$ cat config.mk
export PLATFORM = sky130hd
export DESIGN_NAME = bcd_updown_counter
export DESIGN_NICKNAME = d
export VERILOG_FILES = /design/src/rtl/bcd_counter_pkg.sv /design/src/rtl/bcd_digit_cell.sv /design/src/rtl/bcd_updown_counter.sv
export SDC_FILE = /design/constraint.sdc
export NUM_CORES = 1
export LEC_CHECK = 0
export BUFFER_PORTS_ARGS = -buffer_cell sky130_fd_sc_hd__buf_2
export CORE_AREA = 2 2 71 73
export DETAILED_ROUTE_END_ITERATION = 16
export DIE_AREA = 0 0 73 75
export HOLD_SLACK_MARGIN = 0.1
export RECOVER_POWER = 25
export SYNTH_ARGS = -nofsm -noshare
export SYNTH_HDL_FRONTEND = slang
export SYNTH_SLANG_ARGS = --single-unit
$ cat constraint.sdc
create_clock -name clk -period 3.5 [get_ports clk]
set_input_delay 0.175 -clock clk [delete_from_list [all_inputs] [get_ports clk]]
set_output_delay 0.175 -clock clk [all_outputs]
set_load 0.02 [all_outputs]
$ cat src/rtl/bcd_counter_pkg.sv
// Shared BCD digit type, digit limits and load clamp for the multi-digit up/down counter.
package bcd_counter_pkg;

  typedef logic [3:0] bcd_digit_t;

  localparam bcd_digit_t BCD_MAX = 4'd9;
  localparam bcd_digit_t BCD_MIN = 4'd0;

  // Load data above 9 is forced to 9 so a nibble never holds 10..15.
  function automatic bcd_digit_t bcd_clamp(input logic [3:0] n);
    return (n > BCD_MAX) ? BCD_MAX : n;
  endfunction

endpackage

$ cat src/rtl/bcd_digit_cell.sv
// One BCD digit: register, load clamp, increment/decrement with 9<->0 wrap, and the
// carry/borrow (step) passed on to the next more-significant digit.
module bcd_digit_cell
  import bcd_counter_pkg::*;
(
  input  logic       clk,
  input  logic       rst,
  input  logic       step_in,
  input  logic       up_down,
  input  logic       load,
  input  logic       hold,
  input  bcd_digit_t load_digit,
  output bcd_digit_t digit,
  output logic       step_out
);

  bcd_digit_t digit_q, digit_d;

  assign digit    = digit_q;
  assign step_out = step_in & (up_down ? (digit_q == BCD_MAX) : (digit_q == BCD_MIN));

  always_comb begin
    digit_d = digit_q;
    if (load) begin
      digit_d = bcd_clamp(load_digit);
    end else if (step_in && !hold) begin
      if (up_down) digit_d = (digit_q == BCD_MAX) ? BCD_MIN : digit_q + 4'd1;
      else         digit_d = (digit_q == BCD_MIN) ? BCD_MAX : digit_q - 4'd1;
    end
  end

  always_ff @(posedge clk or negedge rst) begin
    if (!rst) digit_q <= BCD_MIN;
    else      digit_q <= digit_d;
  end

endmodule

$ cat src/rtl/bcd_updown_counter.sv
// DIGITS-wide BCD up/down counter with parallel load and cascadable terminal count.
// Define BCD_COUNTER_SATURATE_EN to saturate at 9..9 / 0..0 instead of wrapping.
module bcd_updown_counter
  import bcd_counter_pkg::*;
#(
  parameter int DIGITS = 4
) (
  input  logic                clk,
  input  logic                rst,
  input  logic                enable,
  input  logic                up_down,
  input  logic                load,
  input  logic [4*DIGITS-1:0] load_value,
  output logic [4*DIGITS-1:0] digits,
  output logic                tc
);

  logic [DIGITS:0] step;
  logic            sat_hold;

  assign step[0] = enable & ~load;
  assign tc      = step[DIGITS];

`ifdef BCD_COUNTER_SATURATE_EN
  // A step reaching past the MSD means every digit is at its limit: freeze them all,
  // while tc still fires so a cascaded stage keeps counting.
  assign sat_hold = step[DIGITS];
`else
  assign sat_hold = 1'b0;
`endif

  for (genvar i = 0; i < DIGITS; i++) begin : g_digit
    bcd_digit_cell u_cell (
      .clk        (clk),
      .rst        (rst),
      .step_in    (step[i]),
      .up_down    (up_down),
      .load       (load),
      .hold       (sat_hold),
      .load_digit (load_value[4*i +: 4]),
      .digit      (digits[4*i +: 4]),
      .step_out   (step[i+1])
    );
  end

endmodule
==> impl_metrics.py <==
metrics = {
    "synthesis": {
        "ys.flop_type": "sky130_fd_sc_hd__dfrtp_1",
        "synth_async_sr_flop_share_pct": 100.0,
        "netlist_area_sq_um": 1574,
        "synth_sequential_area_ratio_pct": 25.44,
        "synthesis.area_per_instance_sq_um": 8.284,
        "synth_warnings": 0,
        "synth-edff-count": 0,
        "ys_ff_latch": 16,
        "synthDistinctLibCells": 59,
        "postSynthNetCount": 211,
        "syn-instance-count": 190,
    },
    "setup_path": {
        "cp.required_ns": 3.32,
        "worst_ep_arrival_time_ns": 2.20,
        "criticalPathCategory": "reg2out",
        "r2r_setup_slack_ns": 1.51,
        "critical_path_peak_fanout": 16,
        "start_kind": "flop",
        "setup.worst_path.end_class": "output pin",
        "reg2regPathDepth": 5,
    },
    "power": {
        "power.share.combinational_pct": 33.6,
        "power_frac_clock_pct": 23.9,
        "switching_power_share_of_the_total_pct": 39.02,
        "p_switching_w": 0.0002395,
        "powerDensity_nw_per_um2": 351.6,
        "design_power_w": 0.0006137,
        "intPower_w": 0.0003742,
        "power_leakage_nw": 0.7137,
        "vdd_ir_drop_max_uv": 267.3,
        "seq_power_share_pct": 42.5,
    },
    "drt": {
        "postRouteWirelength_microns": 3538,
        "drt_first_iter_violations": 86,
        "route.detailed.wl_per_inst_microns": 13.35,
        "final_antenna_net_count": 0,
        "route.detailed.vias_per_inst": 5.483,
        "first_pass_iters": 4,
        "drc_viols": 0,
        "vias": 1453,
    },
    "status": {
        "outcome": "finished, final reports clean",
    },
    "clock_network": {
        "numCtsBuffers": 3,
        "cts_hold_buf": 1,
        "cts_resized": 0,
        "post-cts-setup-buffer-count": 0,
        "clock_transition_at_the_registers_of_the_reported_paths_ns": 0.07,
        "cts_tree": "built",
        "clkLatencyLatePin_ns": 0.25,
        "cts-root-to-sink-buffers": 2,
        "cts_root_buf": "sky130_fd_sc_hd__clkbuf_8",
        "tritoncts_num_sinks": 16,
        "h-tree-depth": 1,
    },
    "sta": {
        "fin_setup_tns_ns": 0,
        "timing.final.setup_violations": 0,
        "skew_ns": 0.003106,
        "worst_slew_pin_slew_ns": 0.9682,
        "maxClockFrequency_mhz": 420.4,
        "final_max_slew_viol_count": 0,
        "grt_setup_unrepaired": "no",
        "hold_viol": 0,
        "timing.final.crit_period_ns": 2.379,
        "maxSlewHeadroom_pct": 35.45,
        "final_min_period_over_clock_period_pct": 67.96,
    },
    "finish": {
        "antennaDiodeCount": 0,
        "area.growth.synth_to_final_pct": 10.89,
        "final_layout_size_suffix_gt1_share_pct": 25.12,
        "num-nets-final": 234,
        "max_ffs_per_register": 16,
    },
    "place": {
        "place.detailed.hpwl_microns": 2455,
        "io_buffer_count": 37,
        "gp_congestion": 0.7572,
    },
    "die": {
        "start_util_pct": 33.77,
        "die_area_sq_um": 5475,
        "die_height_microns": 75,
        "std_cell_rows": 25,
        "num_io_pins": 38,
        "core_sq_um": 4661,
        "floorplan.die.width_microns": 73,
    },
    "global_route": {
        "wire_length_of_the_first_global_routing_pass_microns": 5823,
        "globalRouteTotalUtil_pct": 13.43,
        "grt_pass1_vias": 1248,
        "grt_overflow": 0,
        "antenna_found_initial": 0,
        "grt_max_degree": 39,
    },
    "min_path": {
        "timing.hold.worst_path_depth": 2,
        "min-delay-path-class": "in2reg",
    },
    "job": {
        "drv_cap": 0,
    },
}
==> cells by family after synthesis <==
group | after synthesis | synth area share (%)
simple gates | 69 | 27.42
mux | 11 | 7.154
xor+xnor | 8 | 4.452
flops | 16 | 25.44
buf+inv | 25 | 9.539
compound gates | 61 | 26.00
==> per-stage QoR <==
stage          hold slack [ns]  util, %  instances  setup WS, ns  instance area (sq um)
2_1_floorplan          -0.1206        -        190         1.671                   1574
3_3_place_gp            0.1206    36.38        261         1.340                   1695
3_5_place_dp            0.1261    36.38        261         1.338                   1695
4_1_cts                 0.1112    37.48        265         1.106                   1747
5_1_grt                 0.1168    37.45        265        0.9791                   1745
6_report                0.1146    37.45        265         1.121                   1745
==> cell usage after synthesis, drive strengths merged (2+ instances only) <==
cell type  number  area (sq um)
a32oi           2         17.52
nor2b           2         12.51
nand4           2         12.51
nand3b          4         30.03
inv             5         18.77
nand2           9         33.78
nand4b          3         26.28
and3            7         47.54
mux2i           9         90.09
clkbuf          9         53.81
xnor2           6         52.55
dfrtp          16         400.4
nor3            7         40.04
a221o           2         20.02
nor2           14         52.55
xor2            2         17.52
a22o            3         26.28
and2            4         25.03
nor4            2         27.53
mux2            2         22.52
nand2b          2         12.51
nand3           8         45.04
nor4b           2         32.53
buf            11         77.56
o21ai          24         123.9
a21oi           5         28.78
o21a            6         45.04
o22ai           4         25.02
==> worst paths after layout <==
kind	from	endpoint
hold / removal	load_value[3]	g_digit[0].u_cell.digit[2]
min in group asynchronous	rst	g_digit[1].u_cell.digit[3]
setup reg to reg	g_digit[0].u_cell.digit[0]	g_digit[3].u_cell.digit[1]
max in group asynchronous	rst	g_digit[3].u_cell.digit[3]
setup / recovery	g_digit[0].u_cell.digit[0]	tc
hold reg to reg	g_digit[3].u_cell.digit[3]	g_digit[3].u_cell.digit[3]
==> area by class of cell <==
cell class,instances,area [sq um]
timing repair buffer,38,193.9
sequential,16,400.4
fill,486,2915
multi-input combinational,149,1023
clock buffer,3,41.29
inverter,5,18.77
tap,54,67.56
==> power groups by stage <==
stage	sequential [W]	combinational, W	clock, W
3_5_place_dp	0.000265	0.000207	0
6_report	0.000261	0.000206	0.000147
4_1_cts	0.000261	0.000209	0.000150
3_3_place_gp	0.000265	0.000206	0
5_1_grt	0.000269	0.000231	0.000157
2_1_floorplan	0.000252	0.000173	0
==> cells in the final DEF, fill, tap and decap left out, drive strengths merged, types with 2 or more instances in the layout <==
cell    count
nor3        7
nor4b       2
xnor2       6
nand4b      3
and3        7
o21ai      24
a21oi       5
o21a        6
inv         5
a32oi       2
mux2i       9
dfrtp      16
nor2       14
nand4       2
nand2b      2
nor2b       2
buf        36
nand3b      4
clkbuf      4
nor4        2
a22o        3
nand2       9
nand3       8
o22ai       4
and2        4
a221o       2
mux2        2
xor2        2
==> routing by layer <==
metal	share of wire [%]	vias to the layer above	global-route usage [%]
met3	4.6	4	3.481
met2	44	37	21.52
li1	-	743	-
met5	0	-	0
met4	1.1	0	2.469
met1	50	669	18.47
==> critical path, cell delays in order (launching register included) <==
cell and delay, ns:
sky130_fd_sc_hd__dfrtp_1 0.65, sky130_fd_sc_hd__and3_2 0.29, sky130_fd_sc_hd__nor2_1 0.09, sky130_fd_sc_hd__nor4b_4 0.49
sky130_fd_sc_hd__and3_2 0.27, sky130_fd_sc_hd__buf_2 0.16
Note: power is estimated with default switching activity, not from simulation.
